File: src/rtl/tiny_cpu_pkg.sv
// Shared types and constants for the tiny CPU front end.
package tiny_cpu_pkg;

    typedef enum logic [1:0] {
        IDLE   = 2'd0,
        REQ_LO = 2'd1,
        REQ_HI = 2'd2,
        DONE   = 2'd3
    } fetch_state_t;

    localparam logic [15:0] NOP_INSTR = 16'h0000;

endpackage

File: src/rtl/program_counter.sv
// Program counter with a deferred (pending) load slot and wrapping +1/+2 incrementers.
module program_counter #(
    parameter int                    ADDR_WIDTH = 16,
    parameter logic [ADDR_WIDTH-1:0] RESET_PC   = '0
) (
    input  logic                  clk_i,
    input  logic                  srst_i,
    input  logic                  load_i,
    input  logic [ADDR_WIDTH-1:0] load_addr_i,
    input  logic                  pend_set_i,
    input  logic                  inc2_i,
    output logic [ADDR_WIDTH-1:0] pc_o,
    output logic [ADDR_WIDTH-1:0] pc_plus1_o,
    output logic                  pending_o
);

    logic [ADDR_WIDTH-1:0] pc_q, pc_d;
    logic [ADDR_WIDTH-1:0] pend_addr_q, pend_addr_d;
    logic                  pend_flag_q, pend_flag_d;
    logic [ADDR_WIDTH-1:0] pc_plus2;

    assign pc_plus1_o = pc_q + ADDR_WIDTH'(1);
    assign pc_plus2   = pc_q + ADDR_WIDTH'(2);

    // A direct load beats a pending load, which beats the normal +2 advance.
    always_comb begin
        pc_d        = pc_q;
        pend_addr_d = pend_addr_q;
        pend_flag_d = pend_flag_q;
        if (load_i) begin
            pc_d = load_addr_i;
        end else if (inc2_i) begin
            pc_d = pend_flag_q ? pend_addr_q : pc_plus2;
        end
        if (inc2_i) begin
            pend_flag_d = 1'b0;
        end else if (pend_set_i) begin
            pend_flag_d = 1'b1;
            pend_addr_d = load_addr_i;
        end
    end

    always_ff @(posedge clk_i) begin
        if (srst_i) begin
            pc_q        <= RESET_PC;
            pend_addr_q <= '0;
            pend_flag_q <= 1'b0;
        end else begin
            pc_q        <= pc_d;
            pend_addr_q <= pend_addr_d;
            pend_flag_q <= pend_flag_d;
        end
    end

    assign pc_o      = pc_q;
    assign pending_o = pend_flag_q;

endmodule

File: src/rtl/instruction_fetch.sv
// Fetch stage: reads a 16-bit little-endian instruction as two bus bytes and
// strobes it into the instruction register unless a jump squashed the fetch.
module instruction_fetch
    import tiny_cpu_pkg::*;
#(
    parameter int                    ADDR_WIDTH = 16,
    parameter logic [ADDR_WIDTH-1:0] RESET_PC   = '0
) (
    input  logic                  clk_in,
    input  logic                  reset_in,
    input  logic                  fetch_req_in,
    input  logic                  pc_load_en_in,
    input  logic [ADDR_WIDTH-1:0] pc_load_data_in,
    output logic [ADDR_WIDTH-1:0] pc_out,
    output logic                  busy_out,
    output logic                  mem_req_out,
    output logic [ADDR_WIDTH-1:0] mem_addr_out,
    input  logic                  mem_ack_in,
    input  logic [7:0]            mem_rdata_in,
    output logic                  ir_write_en_out,
    output logic [15:0]           ir_data_out
);

    fetch_state_t          state_q, state_d;
    logic [7:0]            lo_q, lo_d;
    logic [7:0]            hi_q, hi_d;
    logic [ADDR_WIDTH-1:0] pc, pc_plus1;
    logic                  pending;
    logic                  in_bus;

    assign in_bus = (state_q == REQ_LO) || (state_q == REQ_HI);

    // Loads during the bus phase are deferred so the transfer always completes.
    program_counter #(
        .ADDR_WIDTH (ADDR_WIDTH),
        .RESET_PC   (RESET_PC)
    ) u_pc (
        .clk_i       (clk_in),
        .srst_i      (reset_in),
        .load_i      (pc_load_en_in && !in_bus),
        .load_addr_i (pc_load_data_in),
        .pend_set_i  (pc_load_en_in && in_bus),
        .inc2_i      (state_q == DONE),
        .pc_o        (pc),
        .pc_plus1_o  (pc_plus1),
        .pending_o   (pending)
    );

    always_comb begin
        state_d = state_q;
        lo_d    = lo_q;
        hi_d    = hi_q;
        case (state_q)
            IDLE:   if (fetch_req_in) state_d = REQ_LO;
            REQ_LO: if (mem_ack_in) begin
                        lo_d    = mem_rdata_in;
                        state_d = REQ_HI;
                    end
            REQ_HI: if (mem_ack_in) begin
                        hi_d    = mem_rdata_in;
                        state_d = DONE;
                    end
            DONE:   state_d = IDLE;
            default: state_d = IDLE;
        endcase
    end

    always_ff @(posedge clk_in) begin
        if (reset_in) begin
            state_q <= IDLE;
            lo_q    <= NOP_INSTR[7:0];
            hi_q    <= NOP_INSTR[15:8];
        end else begin
            state_q <= state_d;
            lo_q    <= lo_d;
            hi_q    <= hi_d;
        end
    end

    always_comb begin
        mem_addr_out = '0;
        if (state_q == REQ_LO) mem_addr_out = pc;
        if (state_q == REQ_HI) mem_addr_out = pc_plus1;
    end

    assign mem_req_out     = in_bus;
    assign busy_out        = (state_q != IDLE);
    assign ir_write_en_out = (state_q == DONE) && !pending;
    assign ir_data_out     = {hi_q, lo_q};
    assign pc_out          = pc;

endmodule

File: config.mk
export PLATFORM = sky130hd
export DESIGN_NAME = instruction_fetch
export DESIGN_NICKNAME = d
export VERILOG_FILES = /design/src/rtl/tiny_cpu_pkg.sv /design/src/rtl/program_counter.sv /design/src/rtl/instruction_fetch.sv
export SDC_FILE = /design/constraint.sdc
export NUM_CORES = 1
export LEC_CHECK = 0
export ABC_AREA = 1
export CAP_MARGIN = 20
export CORE_MARGIN = 2
export CORE_UTILIZATION = 30
export DETAILED_ROUTE_END_ITERATION = 16
export DONT_BUFFER_PORTS = 1
export PLACE_DENSITY = 0.52
export SYNTH_ARGS = -nofsm -noshare
export SYNTH_HDL_FRONTEND = slang
export SYNTH_HIERARCHICAL = 1
export SYNTH_SLANG_ARGS = --single-unit
File: constraint.sdc
create_clock -name clk_in -period 1.85 [get_ports clk_in]
set_input_delay 0.185 -clock clk_in [delete_from_list [all_inputs] [get_ports clk_in]]
set_output_delay 0.185 -clock clk_in [all_outputs]
set_load 0.05 [all_outputs]
==> results of run 1 <==
## metrics by stage
stage	worst slack [ps]	cells
2_1_floorplan	15.65	436
3_3_place_gp	144.4	587
3_5_place_dp	109.3	587
4_1_cts	-69.65	602
5_1_grt	-172.0	603
6_report	-96.55	603
## worst max-delay path, cell delays in order (launching register included)
cell	delay, ps
dfxtp_4	390
ha_4	150
nand3_4	130
nor2_8	150
nand4_1	140
a31oi_1	210
nand2_1	130
nand2_4	160
## logic make-up after synthesis
group / share of synthesized area [%]
flops: 34.92
xor+xnor: 3.894
simple gates: 31.66
buf+inv: 8.986
fa+ha+maj: 3.423
compound gates: 17.12
## where the power goes
part           total (mW)  internal [mW]  switching (mW)
clock network       0.698          0.308           0.391
logic                3.33           1.15            2.18
registers            1.98           1.45           0.528
## routing by layer
| layer | vias up | track usage (%) | part of all wire [%] |
|---|---|---|---|
| met5 | - | 0 | 0 |
| met4 | 0 | 5.333 | 2.0 |
| met3 | 14 | 5.966 | 9.1 |
| met2 | 96 | 29.71 | 48 |
| met1 | 1384 | 20.89 | 41 |
| li1 | 1502 | - | - |
## sequential cells by signal, indices dropped and copies added (netlist names)
name / count
lo_q: 8
u_pc/pend_addr_q: 16
state_q: 2
u_pc/pc_o: 16
hi_q: 8
u_pc/pending_o: 1
## synthesized netlist by cell type, drive strengths merged
library cell	instances
nand3	34
clkbuf	9
a22oi	12
a21oi	24
nor2	89
nor3	3
nand4	5
a31oi	6
o211ai	2
buf	12
xnor2	5
o21bai	2
o21ai	42
ha	8
dfxtp	51
nand2	87
clkinv	2
xor2	8
o221ai	1
inv	34
## final cells by class
cell class	instances	area, µm²	area share (%)
flip-flops and latches	51	1052	27.66
repair buffers	46	509.2	13.38
well taps	133	166.4	4.374
clock buffers	6	82.58	2.170
inverters	36	147.6	3.880
multi-input cells	329	1832	48.14
clock inverters	2	15.01	0.3946
## repair_timing
action	4_1_cts	5_1_grt
hold endpoints to repair	16	0
setup buffers	5	1
gates cloned	1	0
hold buffers	1	0
pin swaps	15	8
endpoints found under the setup margin	12	18
resized for setup	22	25
## final timing paths
kind,from,to,depth (start not counted)
max,u_pc/pc_o[1],mem_addr_out[15],7
min,mem_rdata_in[6],hi_q[6],2
max reg2reg,u_pc/pc_o[2],u_pc/pc_o[10],9
min reg2reg,u_pc/pend_addr_q[0],u_pc/pend_addr_q[0],2
==> flow_metrics.tcl, run 1 <==
set metrics [dict create \
    status "finished, violations left" \
    violations "setup timing" \
    clock_path_buffers 2 \
    numCtsBuffers 5 \
    syn-cell-area_mm2 0.002924 \
    yosysWarnings 6 \
    antenna_left 0 \
    die_x_um 102.7 \
    slew_viol_final 0 \
    finalSetupTns_ps -148.9 \
    final_area_mm2 0.003805 \
    core_area_mm2 0.009594 \
    drt-vias-per-instance 4.968 \
    num_antenna_cells 0 \
    wl_per_cell_um 15.23 \
    synth_area_leaders "dfxtp_1 (35%), nor2_1 (11%), nand2_1 (11%), o21ai_0 (6.5%), nand3_1 (5.6%)" \
    postLayoutCoreUtil_pct 39.66 \
    final_nets 506 \
    clkSinkCount 51 \
    grt_max_degree 19 \
    period_share_pct 105.2 \
    vias 2996 \
    crit_fanout 5 \
    hold_ws_ps 24.02 \
    areaGrowthSynthToFinish_pct 30.12 \
    power.density_mw_per_mm2 1580 \
    finalHoldViolations 0 \
    cp-end-kind "output port" \
    row_count 36 \
    critPathRequiredTime_ps 1660 \
    dieArea_mm2 0.01055 \
    first_global_vias 2833 \
    fmax_mhz 513.7 \
    rsz0062_at_grt "yes" \
    place_congestion 0.8861 \
    setup_ws_ps -96.55 \
    synth_seq_cells 51 \
    cts_tree "built" \
    dpl.hpwl_um 6980 \
    ir_worst_vdd_v 0.0007354 \
    final.setup_skew_ps 8.461 \
    syn_avg_cell_area_um2 6.707 \
    clk_pin_slew_worst_paths_ps 100 \
    rrSetupSlack_ps 90 \
    yosys.area.top_type "dfxtp_1" \
    grt_overflow 0 \
    crit_type "reg2out" \
    p_leak_nw 1.588 \
    portBuffers 0 \
    yosysTopAreaCellShare_pct 34.92 \
    postSynthCellCount 436 \
    max-cap-violations 0 \
    drive_gt1_share_pct 22.98 \
    cp.arrival_ps 1760 \
    root_buffer "clkbuf_8" \
    critPathLaunchType "flip-flop" \
    fin_total_pwr_mw 6.010 \
    hold_path_class "in2reg" \
    setup_viol_count_final 3 \
    fill_cells 1035 \
    slew_headroom_pct 56.16 \
    drtPass1Iterations 4 \
    die_h_um 102.7 \
    wl_um 9184 \
    ios 80 \
    h-tree-depth 2 \
    final_common_cell "nor2_1" \
    worst_pin_slew_ps 655.5 \
    grt_usage_pct 17.50 \
    grt_pass1_wl_um 14370 \
    final.min_clock_period_ps 1947 \
    placed_area_mm2 0.003466 \
    yosys.cell_types.count 32 \
    post-route-drc-count 0 \
    final_cell_mix "nor2_1 (82), nand2_1 (69), dfxtp_1 (38)" \
    drtIter0Drc 102 \
    worstSkewPairLatency_ps 300 \
    start_util_pct 30.48 \
    yosysSeqAreaShare_pct 34.92 \
    syn-num-nets 473 \
    antenna_found_initial 0 \
]
No activity file was read; power rests on OpenSTA's default activity.
==> inputs of run 2 (changes only) <==
--- a/config.mk
+++ b/config.mk
@@ -14,5 +14,4 @@
 export PLACE_DENSITY = 0.52
 export SYNTH_ARGS = -nofsm -noshare
 export SYNTH_HDL_FRONTEND = slang
-export SYNTH_HIERARCHICAL = 1
 export SYNTH_SLANG_ARGS = --single-unit
==> run 2 against run 1 <==
The flow still finishes with violations (setup timing). Register-to-register slack improved by 40 ps. Critical path depth rose by 3. Sequential cell count did not move. Clock power rose by 7.4%.
==> flow_metrics.tcl, run 2 <==
set metrics [dict create \
    postSynthCellCount 432 \
    crit_fanout 3 \
    setup_viol_count_final 15 \
    ir_worst_vdd_v 0.0007400 \
    grt_usage_pct 16.65 \
    synth_edf_count 0 \
    final_area_mm2 0.004055 \
    core_area_mm2 0.009153 \
    worstSkewPairLatency_ps 310 \
    cts_tree "built" \
    internal_power_mw 3.047 \
    placed_area_mm2 0.003543 \
    dpl.hpwl_um 6211 \
    synth_most_common_cell "nor2_1" \
    clkSinkCount 51 \
    final_common_cell "nor2_1" \
    wl_um 8473 \
    switchingPower_mw 3.076 \
    syn_avg_cell_area_um2 6.520 \
    final_nets 523 \
    rsz0062_at_grt "yes" \
    finalSetupTns_ps -1257 \
    clock_path_buffers 2 \
    num_antenna_cells 0 \
    hp-start "pc_load_data_in[4]" \
    p_comb_share_pct 54.4 \
    cp-end-kind "output port" \
    place_congestion 0.8221 \
    fmax_mhz 510.8 \
    synth_area_leaders "dfxtp_1 (36%), nor2_1 (14%), nand2_1 (10%), o21ai_0 (8.9%), inv_1 (4.8%)" \
    dieArea_mm2 0.01018 \
    post-route-drc-count 0 \
    grt_overflow 0 \
    slew_headroom_pct 58.19 \
    first_global_vias 2821 \
    setup_ws_ps -107.5 \
    hold_path_depth 2 \
    start_util_pct 30.77 \
    root_buffer "clkbuf_8" \
    final_cell_mix "nor2_1 (96), nand2_1 (69), o21ai_0 (45)" \
    critPathRequiredTime_ps 1660 \
    antenna_found_initial 0 \
    portBuffers 0 \
    numCtsBuffers 5 \
    pwr-share-seq_pct 33.3 \
    cpMaxStageDelayCell "dfxtp_2" \
    row_count 35 \
    final.min_clock_period_ps 1958 \
    grt_max_degree 19 \
    slew_viol_final 0 \
    clk_pin_slew_worst_paths_ps 100 \
    syn-num-nets 468 \
    violations "setup timing" \
    syn-cell-area_mm2 0.002816 \
    pre_cts_slack_ps 48.11 \
    yosys.area.top_type "dfxtp_1" \
    finalHoldViolations 0 \
    rrSetupSlack_ps 130 \
    die_h_um 100.9 \
    power.share.clock_pct 12.2 \
    yosysSeqAreaShare_pct 36.25 \
    grt_pass1_wl_um 13680 \
    yosysWarnings 0 \
    drt-vias-per-instance 4.920 \
    hold_path_class "in2reg" \
    status "finished, violations left" \
    switching_share_pct 50.24 \
    period_share_pct 105.8 \
    drtIter0Drc 122 \
    p_leak_nw 1.698 \
    synthTopCellsByCount "nor2_1 (102), nand2_1 (78), dfxtp_1 (51), o21ai_0 (50), inv_1 (36)" \
    cp_cell_sequence "inv_2 > ha_4 > nand2_4 > nor3_4 > nand2_2 > buf_4 > nor2_4 > nand2_2 > o21ai_4 > buf_12" \
    drive_gt1_share_pct 31.35 \
    slowest_delay_ps 340 \
    ys_async_sr_fraction_pct 0 \
    wl_per_cell_um 14.15 \
    power.density_mw_per_mm2 1510 \
    areaGrowthSynthToFinish_pct 43.98 \
    rr_endpoint "u_pc.pc_o[14]" \
    drtPass1Iterations 4 \
    antenna_left 0 \
    h-tree-depth 2 \
    synth_seq_cells 51 \
    yosysTopAreaCellShare_pct 36.25 \
    path_buf_inv 3 \
    r2r_cells 9 \
    ios 80 \
    crit_type "reg2out" \
    yosys.cell_types.count 28 \
    critPathLaunchType "flip-flop" \
    cp.arrival_ps 1770 \
    final.setup_skew_ps 14.06 \
    critical_path.top_delay_family "simple AND/OR/NAND/NOR gates" \
    max-cap-violations 0 \
    vias 2947 \
    worst_pin_slew_ps 625.0 \
    synth_ff_type "dfxtp_1" \
    hold_path_end "u_pc.pend_addr_q[4]" \
    path_common_cell "nand2_2" \
    die_x_um 100.9 \
    r2r_start "state_q[0]" \
]
run 2: changes by cell type after synthesis, sizes merged, moves of 3 or more:
| cell | delta |
|---|---|
| nand2 | -8 |
| a21oi | -9 |
| o21ai | +21 |
| inv | +6 |
| o211ai | +3 |
| buf | -3 |
| nand3 | -6 |
| a22oi | -12 |
| xnor2 | -5 |
| clkbuf | -3 |
| xor2 | -5 |
| nor2 | +21 |
run 2: layer usage:
layer,GRT usage (%),up-vias,part of all wire (%)
met5,0,-,0
met4,5.094,0,1.6
met3,4.438,11,6.9
met2,28.15,64,48
met1,20.70,1362,43
li1,-,1510,-
run 2: repair_timing:
action / CTS / global route
pin swaps: 13 / 9
setup buffers: 11 / 2
gates resized for setup: 50 / 19
setup endpoints to repair: 15 / 25
hold endpoints to repair: 16 / 0
hold buffers: 1 / 0
cloned: 1 / 0
run 2: worst max path at each step:
stage	start	end	depth (start not counted)
global route	state_q[0]	mem_addr_out[10]	10
finish	state_q[0]	mem_addr_out[14]	10
floorplan	u_pc.pc_o[2]	mem_addr_out[13]	5
detailed placement	state_q[0]	mem_addr_out[10]	10
global placement	state_q[0]	mem_addr_out[12]	10
CTS	state_q[0]	mem_addr_out[10]	10
run 2: cell families (layout without fill, tap and decap cells):
group	count (synthesis)	after routing	synth area share [%]
AND/OR/NAND/NOR	226	226	35.01
AO/OA/AOI/OAI	89	89	16.57
buffers and inverters	56	112	7.863
flip-flops	51	51	36.25
adder cells (fa/ha/maj)	7	7	3.110
XOR/XNOR	3	3	1.200
run 2: through the flow:
stage / util, % / instances / hold WS (ps) / total power, mW
floorplan: - / 432 / 319.9 / 3.946
global placement: 38.71 / 576 / 250.4 / 4.886
detailed placement: 38.71 / 576 / 249.9 / 4.916
CTS: 43.29 / 597 / 7.266 / 6.042
global route: 44.31 / 599 / 10.70 / 6.522
finish: 44.31 / 599 / 8.220 / 6.123
run 2: power groups by stage:
| stage | combinational [mW] | sequential (mW) | clock [mW] |
|---|---|---|---|
| 6_report | 3.33 | 2.04 | 0.750 |
| 5_1_grt | 3.63 | 2.08 | 0.807 |
| 3_5_place_dp | 2.89 | 2.03 | 0 |
| 3_3_place_gp | 2.87 | 2.02 | 0 |
| 2_1_floorplan | 1.61 | 2.33 | 0 |
| 4_1_cts | 3.24 | 2.03 | 0.768 |
run 2: final cells by class:
class | instances | area (µm²)
Sequential cell | 51 | 1047
Fill cell | 932 | 5097
Multi-Input combinational cell | 325 | 1883
Clock inverter | 2 | 16.27
Tap cell | 111 | 138.9
Inverter | 41 | 162.7
Clock buffer | 6 | 93.84
Timing Repair Buffer | 63 | 713.2
run 2: worst reg2reg max path: stages (launching register included):
cell	delay, ps
dfxtp_2	350
inv_2	50
buf_4	140
ha_2	360
nor2_4	70
nor2_4	120
clkinvlp_4	200
nor2_1	180
nand2_1	70
a21oi_1	120
==> inputs of run 3 (changes only) <==
--- a/config.mk
+++ b/config.mk
@@ -12,6 +12,7 @@
 export DETAILED_ROUTE_END_ITERATION = 16
 export DONT_BUFFER_PORTS = 1
 export PLACE_DENSITY = 0.52
+export SKIP_LAST_GASP = 1
 export SYNTH_ARGS = -nofsm -noshare
 export SYNTH_HDL_FRONTEND = slang
 export SYNTH_SLANG_ARGS = --single-unit
==> run 3 against run 2 <==
Worst setup slack lost 9.6 ps. Critical path depth is the same. Die area is the same. Via count shrank 0.92%. Highest routed layer unchanged. The flow still finishes with violations (setup timing). Register-to-register slack is essentially flat. Utilization shrank 0.14 points.
==> flow_metrics.tcl, run 3 (synthesized netlist as in run 2, its figures left out) <==
set metrics [dict create \
    slew_viol_final 0 \
    grt_pass1_wl_um 13630 \
    period_share_pct 106.3 \
    hold_path_class "in2reg" \
    r2r_start "state_q[0]" \
    slowest_delay_ps 350 \
    grt_usage_pct 16.59 \
    placed_area_mm2 0.003543 \
    clkSinkCount 51 \
    row_count 35 \
    post-route-drc-count 0 \
    rr_endpoint "u_pc.pc_o[14]" \
    setup_viol_count_final 15 \
    drt-vias-per-instance 4.883 \
    antenna_left 0 \
    place_congestion 0.8221 \
    final_nets 522 \
    rrSetupSlack_ps 130 \
    dieArea_mm2 0.01018 \
    worstSkewPairLatency_ps 310 \
    ios 80 \
    power.density_mw_per_mm2 1508 \
    portBuffers 0 \
    cp_cell_sequence "inv_2 > ha_4 > buf_4 > buf_6 > nor2_4 > inv_4 > buf_12 > nand3_1 > o21ai_2 > buf_12" \
    worst_pin_slew_ps 631.0 \
    cpMaxStageDelayCell "dfxtp_2" \
    antenna_found_initial 0 \
    wl_um 8456 \
    clk_pin_slew_worst_paths_ps 100 \
    hold_path_end "u_pc.pend_addr_q[4]" \
    hold_path_depth 2 \
    layout.cells.non_filler 598 \
    status "finished, violations left" \
    num_antenna_cells 0 \
    final_area_mm2 0.004043 \
    r2r_cells 9 \
    wl_per_cell_um 14.14 \
    path_buf_inv 6 \
    final_common_cell "nor2_1" \
    clock_path_buffers 2 \
    root_buffer "clkbuf_8" \
    cp-end-kind "output port" \
    drtPass1Iterations 4 \
    rsz0062_at_grt "yes" \
    path_common_cell "buf_12" \
    drive_gt1_share_pct 31.01 \
    hp-start "pc_load_data_in[4]" \
    fmax_mhz 508.4 \
    critPathLaunchType "flip-flop" \
    pre_cts_slack_ps 48.11 \
    crit_fanout 7 \
    violations "setup timing" \
    final_cell_mix "nor2_1 (98), nand2_1 (68), o21ai_0 (45)" \
    setup_ws_ps -117.1 \
    drtIter0Drc 104 \
    vias 2920 \
    core_area_mm2 0.009153 \
    critical_path.top_delay_family "buffers and inverters" \
    die_x_um 100.9 \
    slew_headroom_pct 57.79 \
    placed_cells 576 \
    grt_overflow 0 \
    h-tree-depth 2 \
    max-cap-violations 0 \
    critPathRequiredTime_ps 1660 \
    hold_ws_ps 8.561 \
    start_util_pct 30.77 \
    die_h_um 100.9 \
    ir_worst_vdd_v 0.0007399 \
    areaGrowthSynthToFinish_pct 43.54 \
    finalHoldViolations 0 \
    final.min_clock_period_ps 1967 \
    crit_type "reg2out" \
    grt_max_degree 19 \
    cts_tree "built" \
    first_global_vias 2812 \
    final.setup_skew_ps 14.00 \
    numCtsBuffers 5 \
    dpl.hpwl_um 6211 \
    cp.arrival_ps 1780 \
    p_leak_nw 1.677 \
]
run 3: changes by cell type in the layout (fill, tap and decap cells not counted), sizes merged:
cell,delta
buf,-1
clkinv,-1
clkinvlp,+1
run 3: how the worst max path moves through the flow:
stage                      start               end  slack (ps)  cells after the start
global route          state_q[0]  mem_addr_out[10]        -210                     10
CTS                   state_q[0]  mem_addr_out[10]        -170                     10
detailed placement    state_q[0]  mem_addr_out[10]          50                     10
finish                state_q[0]  mem_addr_out[13]        -120                     10
global placement      state_q[0]  mem_addr_out[12]          80                     10
floorplan           u_pc.pc_o[2]  mem_addr_out[13]          -6                      5
run 3: what timing repair did:
item | in CTS | in global routing
pin swaps | 13 | 6
hold buffers | 1 | 0
buffers inserted | 11 | 1
endpoints found under the setup margin | 15 | 25
resized for setup | 46 | 21
cloned | 1 | 0
endpoints found under the hold margin | 16 | 0
run 3: cell type report:
cell class / count / area (µm²)
Timing Repair Buffer: 62 / 701.9
Tap cell: 111 / 138.9
Clock inverter: 2 / 16.27
Fill cell: 932 / 5110
Multi-Input combinational cell: 325 / 1878
Clock buffer: 6 / 93.84
Inverter: 41 / 166.4
Sequential cell: 51 / 1047
run 3: worst reg2reg max path, delay by kind of cell (launching register included):
family                   cells  cell delay (ps)
buffers and inverters        3              390
AO/OA/AOI/OAI                1              120
adder cells (fa/ha/maj)      1              360
flip-flops                   1              350
AND/OR/NAND/NOR              4              440
run 3: stage by stage:
step                      utilization, %  TNS (ps)  power [mW]
after floorplan                        -    -5.734       3.946
after global placement             38.71         0       4.886
after detailed placement           38.71         0       4.916
after CTS                          43.14     -1550       6.023
after global routing               44.17     -2423       6.500
final                              44.17     -1154       6.097
run 3: metal layers:
metal / GRT usage, % / wire, µm / part of all wire, %
met5: 0 / 0 / 0
met4: 5.094 / 139 / 1.6
met3: 4.438 / 589 / 7.0
met2: 28.05 / 4060 / 48
met1: 20.61 / 3667 / 43
run 3: power by group:
part	internal, mW	switching (mW)
clock network	0.354	0.396
registers	1.47	0.570
logic	1.21	2.10
total	3.03	3.06
